[src/rtl/axi_wr_arbiter_pkg.sv]
// Shared AXI write constants and arbiter FSM state encodings.
package axi_wr_arbiter_pkg;

    localparam logic [1:0] AXI_RESP_OKAY = 2'b00;

    localparam logic [2:0] AXI_SIZE_1B = 3'd0;
    localparam logic [2:0] AXI_SIZE_2B = 3'd1;
    localparam logic [2:0] AXI_SIZE_4B = 3'd2;
    localparam logic [2:0] AXI_SIZE_8B = 3'd3;

    localparam logic [1:0] ST_IDLE = 2'd0;
    localparam logic [1:0] ST_SEND = 2'd1;
    localparam logic [1:0] ST_RESP = 2'd2;
    localparam logic [1:0] ST_DONE = 2'd3;

endpackage

[src/rtl/axi_wr_arbiter_wmask_decode.sv]
// Maps the core's one-hot size mask plus the low address bits to AWSIZE/WSTRB,
// flagging non-one-hot masks and misaligned addresses as illegal.
module wmask_decode
    import axi_wr_arbiter_pkg::*;
#(
    parameter int unsigned STRB_W = 8
) (
    input  logic [3:0]        wmask_i,
    input  logic [2:0]        addr_lo_i,
    output logic [2:0]        awsize_o,
    output logic [STRB_W-1:0] wstrb_o,
    output logic              illegal_o
);

    logic [7:0] base;

    always_comb begin
        awsize_o  = AXI_SIZE_1B;
        base      = 8'h00;
        illegal_o = 1'b0;
        case (wmask_i)
            4'b1000: begin
                awsize_o  = AXI_SIZE_8B;
                base      = 8'hFF;
                illegal_o = (addr_lo_i != 3'd0);
            end
            4'b0100: begin
                awsize_o  = AXI_SIZE_4B;
                base      = 8'h0F;
                illegal_o = (addr_lo_i[1:0] != 2'd0);
            end
            4'b0010: begin
                awsize_o  = AXI_SIZE_2B;
                base      = 8'h03;
                illegal_o = addr_lo_i[0];
            end
            4'b0001: begin
                awsize_o  = AXI_SIZE_1B;
                base      = 8'h01;
            end
            default: illegal_o = 1'b1;
        endcase
        wstrb_o = STRB_W'(base) << addr_lo_i;
    end

endmodule

[src/rtl/axi_wr_arbiter.sv]
// Round-robin arbiter sharing one AXI4 single-beat write port between the LSU
// store path (req0) and the cache write-back path (req1); all outputs registered.
module axi_wr_arbiter
    import axi_wr_arbiter_pkg::*;
#(
    parameter int unsigned ADDR_W = 32,
    parameter int unsigned DATA_W = 64
) (
    input  logic                  ACLK,
    input  logic                  ARESET,
    input  logic                  req0_valid,
    input  logic [ADDR_W-1:0]     req0_addr,
    input  logic [DATA_W-1:0]     req0_wdata,
    input  logic [3:0]            req0_wmask,
    output logic                  req0_done,
    output logic                  req0_err,
    input  logic                  req1_valid,
    input  logic [ADDR_W-1:0]     req1_addr,
    input  logic [DATA_W-1:0]     req1_wdata,
    input  logic [3:0]            req1_wmask,
    output logic                  req1_done,
    output logic                  req1_err,
    output logic                  AWVALID,
    input  logic                  AWREADY,
    output logic [ADDR_W-1:0]     AWADDR,
    output logic [7:0]            AWLEN,
    output logic [2:0]            AWSIZE,
    output logic                  WVALID,
    input  logic                  WREADY,
    output logic [DATA_W-1:0]     WDATA,
    output logic [DATA_W/8-1:0]   WSTRB,
    output logic                  WLAST,
    input  logic                  BVALID,
    output logic                  BREADY,
    input  logic [1:0]            BRESP
);

    localparam int unsigned STRB_W = DATA_W / 8;

    logic [1:0]        state_q, state_d;
    logic              rr_q, rr_d;
    logic              gnt_q, gnt_d;
    logic [ADDR_W-1:0] addr_q, addr_d;
    logic [DATA_W-1:0] wdata_q, wdata_d;
    logic [STRB_W-1:0] wstrb_q, wstrb_d;
    logic [2:0]        awsize_q, awsize_d;
    logic              awvalid_q, awvalid_d;
    logic              wvalid_q, wvalid_d;
    logic              bready_q, bready_d;
    logic              errp_q, errp_d;
    logic              done0_q, done0_d, done1_q, done1_d;
    logic              err0_q, err0_d, err1_q, err1_d;

    logic              sel;
    logic [ADDR_W-1:0] sel_addr;
    logic [3:0]        sel_wmask;
    logic [2:0]        dec_size;
    logic [STRB_W-1:0] dec_strb;
    logic              dec_illegal;

    // Contention goes to the requester that did not win last; otherwise whoever is valid.
    assign sel       = (req0_valid && req1_valid) ? ~rr_q : req1_valid;
    assign sel_addr  = sel ? req1_addr : req0_addr;
    assign sel_wmask = sel ? req1_wmask : req0_wmask;

    wmask_decode #(
        .STRB_W (STRB_W)
    ) u_decode (
        .wmask_i   (sel_wmask),
        .addr_lo_i (sel_addr[2:0]),
        .awsize_o  (dec_size),
        .wstrb_o   (dec_strb),
        .illegal_o (dec_illegal)
    );

    always_comb begin
        state_d   = state_q;
        rr_d      = rr_q;
        gnt_d     = gnt_q;
        addr_d    = addr_q;
        wdata_d   = wdata_q;
        wstrb_d   = wstrb_q;
        awsize_d  = awsize_q;
        awvalid_d = awvalid_q;
        wvalid_d  = wvalid_q;
        bready_d  = bready_q;
        errp_d    = errp_q;
        done0_d   = 1'b0;
        done1_d   = 1'b0;
        err0_d    = 1'b0;
        err1_d    = 1'b0;
        case (state_q)
            ST_IDLE: begin
                // Skip the done-pulse cycle so the retiring requester can drop valid.
                if ((req0_valid || req1_valid) && !done0_q && !done1_q) begin
                    gnt_d    = sel;
                    addr_d   = sel_addr;
                    wdata_d  = sel ? req1_wdata : req0_wdata;
                    wstrb_d  = dec_strb;
                    awsize_d = dec_size;
                    errp_d   = dec_illegal;
                    if (dec_illegal) begin
                        state_d = ST_DONE;
                    end else begin
                        state_d   = ST_SEND;
                        awvalid_d = 1'b1;
                        wvalid_d  = 1'b1;
                    end
                end
            end
            ST_SEND: begin
                awvalid_d = awvalid_q && !AWREADY;
                wvalid_d  = wvalid_q && !WREADY;
                if (!awvalid_d && !wvalid_d) begin
                    state_d  = ST_RESP;
                    bready_d = 1'b1;
                end
            end
            ST_RESP: begin
                if (BVALID && bready_q) begin
                    state_d  = ST_DONE;
                    bready_d = 1'b0;
                    errp_d   = (BRESP != AXI_RESP_OKAY);
                end
            end
            default: begin
                done0_d = !gnt_q;
                done1_d = gnt_q;
                err0_d  = !gnt_q && errp_q;
                err1_d  = gnt_q && errp_q;
                rr_d    = gnt_q;
                state_d = ST_IDLE;
            end
        endcase
    end

    always_ff @(posedge ACLK) begin
        if (ARESET) begin
            state_q   <= ST_IDLE;
            rr_q      <= 1'b0;
            gnt_q     <= 1'b0;
            addr_q    <= '0;
            wdata_q   <= '0;
            wstrb_q   <= '0;
            awsize_q  <= '0;
            awvalid_q <= 1'b0;
            wvalid_q  <= 1'b0;
            bready_q  <= 1'b0;
            errp_q    <= 1'b0;
            done0_q   <= 1'b0;
            done1_q   <= 1'b0;
            err0_q    <= 1'b0;
            err1_q    <= 1'b0;
        end else begin
            state_q   <= state_d;
            rr_q      <= rr_d;
            gnt_q     <= gnt_d;
            addr_q    <= addr_d;
            wdata_q   <= wdata_d;
            wstrb_q   <= wstrb_d;
            awsize_q  <= awsize_d;
            awvalid_q <= awvalid_d;
            wvalid_q  <= wvalid_d;
            bready_q  <= bready_d;
            errp_q    <= errp_d;
            done0_q   <= done0_d;
            done1_q   <= done1_d;
            err0_q    <= err0_d;
            err1_q    <= err1_d;
        end
    end

    assign AWVALID   = awvalid_q;
    assign AWADDR    = addr_q;
    assign AWLEN     = 8'd0;
    assign AWSIZE    = awsize_q;
    assign WVALID    = wvalid_q;
    assign WDATA     = wdata_q;
    assign WSTRB     = wstrb_q;
    assign WLAST     = wvalid_q;
    assign BREADY    = bready_q;
    assign req0_done = done0_q;
    assign req0_err  = err0_q;
    assign req1_done = done1_q;
    assign req1_err  = err1_q;

endmodule

[config.mk]
export PLATFORM = sky130hd
export DESIGN_NAME = axi_wr_arbiter
export DESIGN_NICKNAME = d
export VERILOG_FILES = /design/src/rtl/axi_wr_arbiter_pkg.sv /design/src/rtl/axi_wr_arbiter_wmask_decode.sv /design/src/rtl/axi_wr_arbiter.sv
export SDC_FILE = /design/constraint.sdc
export NUM_CORES = 1
export LEC_CHECK = 0
export ABC_AREA = 0
export BUFFER_PORTS_ARGS = -buffer_cell sky130_fd_sc_hd__buf_2
export CAP_MARGIN = 25
export CORE_MARGIN = 4
export CORE_UTILIZATION = 30
export DETAILED_ROUTE_END_ITERATION = 8
export MAX_ROUTING_LAYER = met4
export SLEW_MARGIN = 20
export SYNTH_ARGS = -nofsm -noshare
export SYNTH_HDL_FRONTEND = slang
export SYNTH_SLANG_ARGS = --single-unit
export TNS_END_PERCENT = 1
[constraint.sdc]
create_clock -name ACLK -period 5.9 [get_ports ACLK]
set_input_delay 0.59 -clock ACLK [delete_from_list [all_inputs] [get_ports ACLK]]
set_output_delay 0.59 -clock ACLK [all_outputs]
set_load 0.02 [all_outputs]
==> flow_summary.json, run 1 <==
{
  "yosys.cell_types.count": 51,
  "place_area_sq_mm": 0.00745,
  "comb_power_share_pct": 42.4,
  "wire_length_of_the_first_global_routing_pass_mm": 32.6,
  "tritoncts_clock_tree": "done",
  "syn_avg_cell_area_sq_um": 7.77,
  "worst_slew_pin_slew_ns": 0.944,
  "first_global_vias": 6097,
  "maxSlewHeadroom_pct": 37.0,
  "worst_ep_arrival_time_ns": 2.75,
  "ctsLongestPathBuffers": 2,
  "cts_root_buf": "sky130_fd_sc_hd__clkbuf_16",
  "synthesis.instances": 743,
  "n_antenna_cell": 0,
  "p_per_area_mw_per_mm2": 514,
  "pwr-share-seq_pct": 30.7,
  "layout_min_cycle_time_ns": 2.46,
  "final_area_sq_mm": 0.00808,
  "rows": 50,
  "ys_top_cells_by_area": "sky130_fd_sc_hd__dfxtp_1 41%, sky130_fd_sc_hd__a311oi_1 15%, sky130_fd_sc_hd__nand2_1 13%",
  "met1_usage_pct": 24.1,
  "vdd_drop_max_mv": 0.250,
  "required_ns": 6.19,
  "use_met3_pct": 5.24,
  "cts_made_buffers": 17,
  "critical_path_peak_fanout": 58,
  "netSwitchingFraction_pct": 40.5,
  "min_path_cells": 2,
  "cts-resized-gates": 0,
  "syn_area_sq_mm": 0.00577,
  "yosys_warnings": 0,
  "clock_skew_ns": 0.00925,
  "antenna_found_initial": 0,
  "number_of_setup_violations_in_the_final_report": 0,
  "floorplan.io_pins": 332,
  "most-common-layout-cells": "321 x sky130_fd_sc_hd__buf_2, 196 x sky130_fd_sc_hd__nand2_1, 118 x sky130_fd_sc_hd__dfxtp_1, 110 x sky130_fd_sc_hd__nor2_1, 98 x sky130_fd_sc_hd__a311oi_1",
  "post-cts-setup-buffer-count": 0,
  "layout-drive-gt1-share_pct": 35.7,
  "detail_route.wirelength_mm": 20.8,
  "remaining_drc_errors": 0,
  "final_nets": 1230,
  "critPathLaunchType": "flip-flop",
  "post_drt_via_cell_ratio": 4.97,
  "core-area_sq_mm": 0.0188,
  "final_min_period_over_clock_period_pct": 41.6,
  "setup-tns-final_ns": 0,
  "source_to_sink_clock_delay_at_the_later_pin_of_the_worst_skew_pair_ns": 0.41,
  "grt_setup_unrepaired": "no",
  "synthDominantAreaCellType": "sky130_fd_sc_hd__dfxtp_1",
  "grt_util_all_layers_pct": 19.2,
  "edff_count_synth": 0,
  "start_util_pct": 30.7,
  "report.final.slew_viol_count": 0,
  "die_w_microns": 147,
  "final-hold-violation-count": 0,
  "detail_route.iter0.violations": 311,
  "area_growth_syn_to_layout_pct": 40.0,
  "globalRouteMet2Util_pct": 30.3,
  "leakage_nw": 3.78,
  "die_area_sq_mm": 0.0215,
  "cts_hold_buffers": 0,
  "power_report.internal_total_mw": 2.47,
  "die_y_microns": 147,
  "global_route.overflow_total": 0,
  "filler_cell_count": 1940,
  "worst_hold_path_type": "input pin to flip-flop",
  "global_route.peak_usage_layer": "met2",
  "place.port_buffers": 322,
  "synthDominantCellAreaShare_pct": 40.9,
  "worstSetupPathType": "flip-flop to flip-flop",
  "cts_max_level": 4,
  "drt_pass1_iterations": 5,
  "place_hpwl_mm": 14.9,
  "ys_seq_area_share_pct": 40.9,
  "crit_chain": "a21bo_4 > buf_4 > a211oi_1 > or3_1 > a21boi_0 > o21ai_0",
  "grt_start_max_net_pins": 109,
  "placed_cells_incl_taps": 1258,
  "status": "finished clean",
  "max_freq_ghz": 0.407,
  "layout.cells.non_filler": 1289,
  "clock_power_share_pct": 27.0,
  "antenna_violation_net_count_after_detailed_routing": 0,
  "mostFrequentLayoutCell": "sky130_fd_sc_hd__buf_2",
  "finalWeightedCongestion": 0.837,
  "net-switching-power_mw": 1.68,
  "synth_seq_cells": 118,
  "path_clk_slew_ns": 0.06,
  "dominantRegCellSynth": "sky130_fd_sc_hd__dfxtp_1",
  "worst_path_max_delay_cell": "sky130_fd_sc_hd__buf_4",
  "ff2ff_path_depth": 6,
  "vias": 6401,
  "post_drt_wl_per_cell_microns": 16.1,
  "cts_sinks": 118,
  "critical-path-max-stage-delay_ns": 0.63,
  "worst_setup_path_end_kind": "flip-flop",
  "synthArstFlopShare_pct": 0,
  "reported_max_cap_violation_count": 0
}
[per-stage QoR]
stage          total power, mW  hold slack (ns)  setup slack (ns)  util [%]
6_report                  4.16            0.408              3.44      42.9
5_1_grt                   4.45            0.402              3.11      42.9
4_1_cts                   4.20            0.390              3.41      42.9
3_5_place_dp              3.06            0.450              3.07      39.6
3_3_place_gp              3.04            0.442              3.11      39.6
2_1_floorplan             2.50            0.460              3.85         -
[critical path: cells and delay by family, from the launching register on]
family | cells | cell delay, ns
flops | 1 | 0.42
compound gates | 4 | 0.94
buf+inv | 1 | 0.63
simple gates | 1 | 0.33
[power groups by stage]
| stage | Clock, mW | Sequential (mW) | Combinational (mW) |
|---|---|---|---|
| after global placement | 0 | 1.29 | 1.76 |
| after detailed placement | 0 | 1.29 | 1.78 |
| final | 1.12 | 1.27 | 1.76 |
| after global routing | 1.18 | 1.31 | 1.96 |
| after floorplan | 0 | 1.65 | 0.855 |
| after CTS | 1.15 | 1.28 | 1.78 |
[logic make-up after synthesis]
logic type,count (synthesis),synth area share (%)
AO/OA/AOI/OAI,144,21.0
XOR/XNOR,4,0.607
adder cells (fa/ha/maj),4,0.867
buffers and inverters,84,6.46
flip-flops,118,40.9
multiplexers,14,2.49
other,1,0.0649
AND/OR/NAND/NOR,374,27.6
[Yosys cell counts, types with 9 or more instances]
cell,count
sky130_fd_sc_hd__a311oi_1,98
sky130_fd_sc_hd__buf_1,12
sky130_fd_sc_hd__buf_2,15
sky130_fd_sc_hd__buf_4,10
sky130_fd_sc_hd__clkbuf_1,42
sky130_fd_sc_hd__dfxtp_1,118
sky130_fd_sc_hd__mux2i_1,11
sky130_fd_sc_hd__nand2_1,196
sky130_fd_sc_hd__nand2b_1,9
sky130_fd_sc_hd__nand3b_1,10
sky130_fd_sc_hd__nor2_1,110
sky130_fd_sc_hd__nor3_1,9
[layer usage]
layer  wire, microns  part of all wire (%)
met1            8880                    43
met2            9930                    48
met3            1680                   8.1
met4             266                   1.3
met5               0                     0
[flip-flops by register name, summed over array words and instances (netlist names), 2 cells and up]
name,count
AWADDR,32
WSTRB,8
state_q,2
AWSIZE,2
WDATA,64
[layout make-up]
type	instances	area, sq um	area share, %
Timing Repair Buffer	327	1660	20.6
Clock inverter	9	148	1.83
Clock buffer	22	484	5.99
Inverter	4	15.0	0.186
Sequential cell	118	2360	29.2
Tap cell	260	325	4.02
Multi-Input combinational cell	549	3090	38.2
[final timing paths]
kind                            slack [ns]      from  endpoint
worst max-delay path                  3.44      rr_q  WSTRB[3]
worst min-delay path                  0.41   AWREADY   AWVALID
worst max register to register        3.44      rr_q  WSTRB[3]
worst min register to register        0.45  WSTRB[0]  WSTRB[0]
Power figures use the tool's default switching activity.
==> run 2, diff against run 1 <==
==> constraint.sdc (replaced) <==
create_clock -name ACLK -period 2.53 [get_ports ACLK]
set_input_delay 0.253 -clock ACLK [delete_from_list [all_inputs] [get_ports ACLK]]
set_output_delay 0.253 -clock ACLK [all_outputs]
set_load 0.02 [all_outputs]
==> run 2 against run 1 <==
  * Via count shrank 0.16%
  * Final cell count grew 0.93%
  * Non-clock buffer count grew 12
  * Global-route usage is essentially flat
  * Register-to-register slack lost 3.0 ns
  * Critical path depth grew 1
  * Design area grew 1.5%
  * First-iteration DRC count shrank 16%
  * Clock skew is essentially flat
  * Critical endpoint is now AWVALID
  * Largest cell class unchanged
==> flow_summary.json, run 2 (synthesized netlist as in run 1, its figures left out) <==
{
  "rows": 50,
  "final_nets": 1242,
  "die_w_microns": 147,
  "worst_ep_arrival_time_ns": 2.39,
  "fin_util_pct": 43.6,
  "vdd_drop_max_mv": 0.532,
  "number_of_setup_violations_in_the_final_report": 0,
  "reported_max_cap_violation_count": 0,
  "source_to_sink_clock_delay_at_the_later_pin_of_the_worst_skew_pair_ns": 0.41,
  "critical_path_peak_fanout": 15,
  "antenna_found_initial": 0,
  "filler_cell_count": 1938,
  "core-area_sq_mm": 0.0188,
  "post_drt_via_cell_ratio": 4.91,
  "cts_made_buffers": 17,
  "area_growth_syn_to_layout_pct": 42.1,
  "detail_route.wirelength_mm": 20.8,
  "cts_sinks": 118,
  "place_worst_setup_slack_ns": 0.488,
  "place.port_buffers": 322,
  "cts-resized-gates": 0,
  "mostFrequentLayoutCell": "sky130_fd_sc_hd__buf_2",
  "start_util_pct": 30.7,
  "first_global_vias": 6060,
  "die_area_sq_mm": 0.0215,
  "critPathLaunchType": "flip-flop",
  "critical-path-max-stage-delay_ns": 0.48,
  "cts_hold_buffers": 0,
  "global_route.overflow_total": 0,
  "worst_slew_pin_slew_ns": 0.673,
  "remaining_drc_errors": 0,
  "path_clk_slew_ns": 0.06,
  "grt_start_max_net_pins": 77,
  "ctsLongestPathBuffers": 2,
  "post-cts-setup-buffer-count": 0,
  "max_freq_ghz": 0.486,
  "cts_max_level": 4,
  "n_antenna_cell": 0,
  "cts_root_buf": "sky130_fd_sc_hd__clkbuf_16",
  "leakage_nw": 3.84,
  "final-hold-violation-count": 0,
  "antenna_violation_net_count_after_detailed_routing": 0,
  "grt_util_all_layers_pct": 19.2,
  "worstSetupPathType": "flip-flop to flip-flop",
  "vias": 6391,
  "finalWeightedCongestion": 0.861,
  "detail_route.iter0.violations": 262,
  "status": "finished clean",
  "worst_path_max_delay_cell": "sky130_fd_sc_hd__or4b_1",
  "tritoncts_clock_tree": "done",
  "required_ns": 2.86,
  "layout-drive-gt1-share_pct": 36.3,
  "wire_length_of_the_first_global_routing_pass_mm": 32.4,
  "p_per_area_mw_per_mm2": 1190,
  "report.final.slew_viol_count": 0,
  "setup-tns-final_ns": 0,
  "clock_skew_ns": 0.00895,
  "crit_chain": "inv_1 > ha_1 > or4b_1 > buf_4 > nor3_1 > a41oi_1 > a211oi_2",
  "final.setup.worst_slack_ns": 0.474,
  "most-common-layout-cells": "321 x sky130_fd_sc_hd__buf_2, 196 x sky130_fd_sc_hd__nand2_1, 118 x sky130_fd_sc_hd__dfxtp_1, 110 x sky130_fd_sc_hd__nor2_1, 98 x sky130_fd_sc_hd__a311oi_1",
  "maxSlewHeadroom_pct": 53.9,
  "largest_register_ff_count": 64,
  "die_y_microns": 147,
  "worst_hold_path_type": "input pin to flip-flop",
  "drt_pass1_iterations": 5,
  "post_drt_wl_per_cell_microns": 16.0,
  "final_min_period_over_clock_period_pct": 81.3,
  "worst_setup_path_end_kind": "flip-flop",
  "layout_min_cycle_time_ns": 2.06,
  "floorplan.io_pins": 332,
  "grt_setup_unrepaired": "no",
  "place_hpwl_mm": 15.5
}
run 2: critical path: cells and delay by family (launching register included):
| kind | cells | cell delay, ns |
|---|---|---|
| adder cells (fa/ha/maj) | 1 | 0.27 |
| AND/OR/NAND/NOR | 2 | 0.69 |
| AO/OA/AOI/OAI | 2 | 0.38 |
| flip-flops | 1 | 0.33 |
| buffers and inverters | 2 | 0.30 |
run 2: path summary, 6_finish.rpt:
path	from	endpoint	slack [ns]	cells past startpoint
setup / recovery	state_q[0]	AWVALID	0.47	7
hold / removal	AWREADY	AWVALID	0.06	2
setup reg to reg	state_q[0]	AWVALID	0.47	7
hold reg to reg	AWSIZE[1]	AWSIZE[1]	0.45	2
run 2: metal layers:
metal	vias to the layer above	global-route usage (%)	share of wire, %
li1	3202	-	-
met1	2881	23.6	43
met3	23	5.83	8.5
met5	-	-	0
met4	0	5.41	1.6
met2	285	30.7	47
run 2: final cells by class:
type / instances / area, sq um / area share, %
inverter: 4 / 15.0 / 0.183
timing repair buffer: 339 / 1830 / 22.3
tap: 260 / 325 / 3.97
sequential: 118 / 2360 / 28.8
multi-input combinational: 549 / 3090 / 37.6
clock inverter: 8 / 97.6 / 1.19
clock buffer: 23 / 488 / 5.95
run 2: per-stage QoR:
| stage | instance area [sq um] | cells | hold slack [ns] | power [mW] |
|---|---|---|---|---|
| global placement | 7620 | 1270 | 0.445 | 7.39 |
| detailed placement | 7620 | 1270 | 0.445 | 7.43 |
| global route | 8200 | 1301 | 0.0511 | 10.4 |
| finish | 8200 | 1301 | 0.0618 | 9.75 |
| CTS | 8200 | 1301 | 0.0400 | 9.87 |
| floorplan | 5800 | 751 | 0.341 | 5.83 |
run 2: where the power goes:
part | total [mW] | switching [mW] | leakage (nW) | internal, mW
clock network | 2.40 | 0.856 | 0.281 | 1.54
logic | 4.39 | 2.73 | 2.58 | 1.66
registers | 2.96 | 0.366 | 0.975 | 2.60
total | 9.75 | 3.95 | 3.84 | 5.80
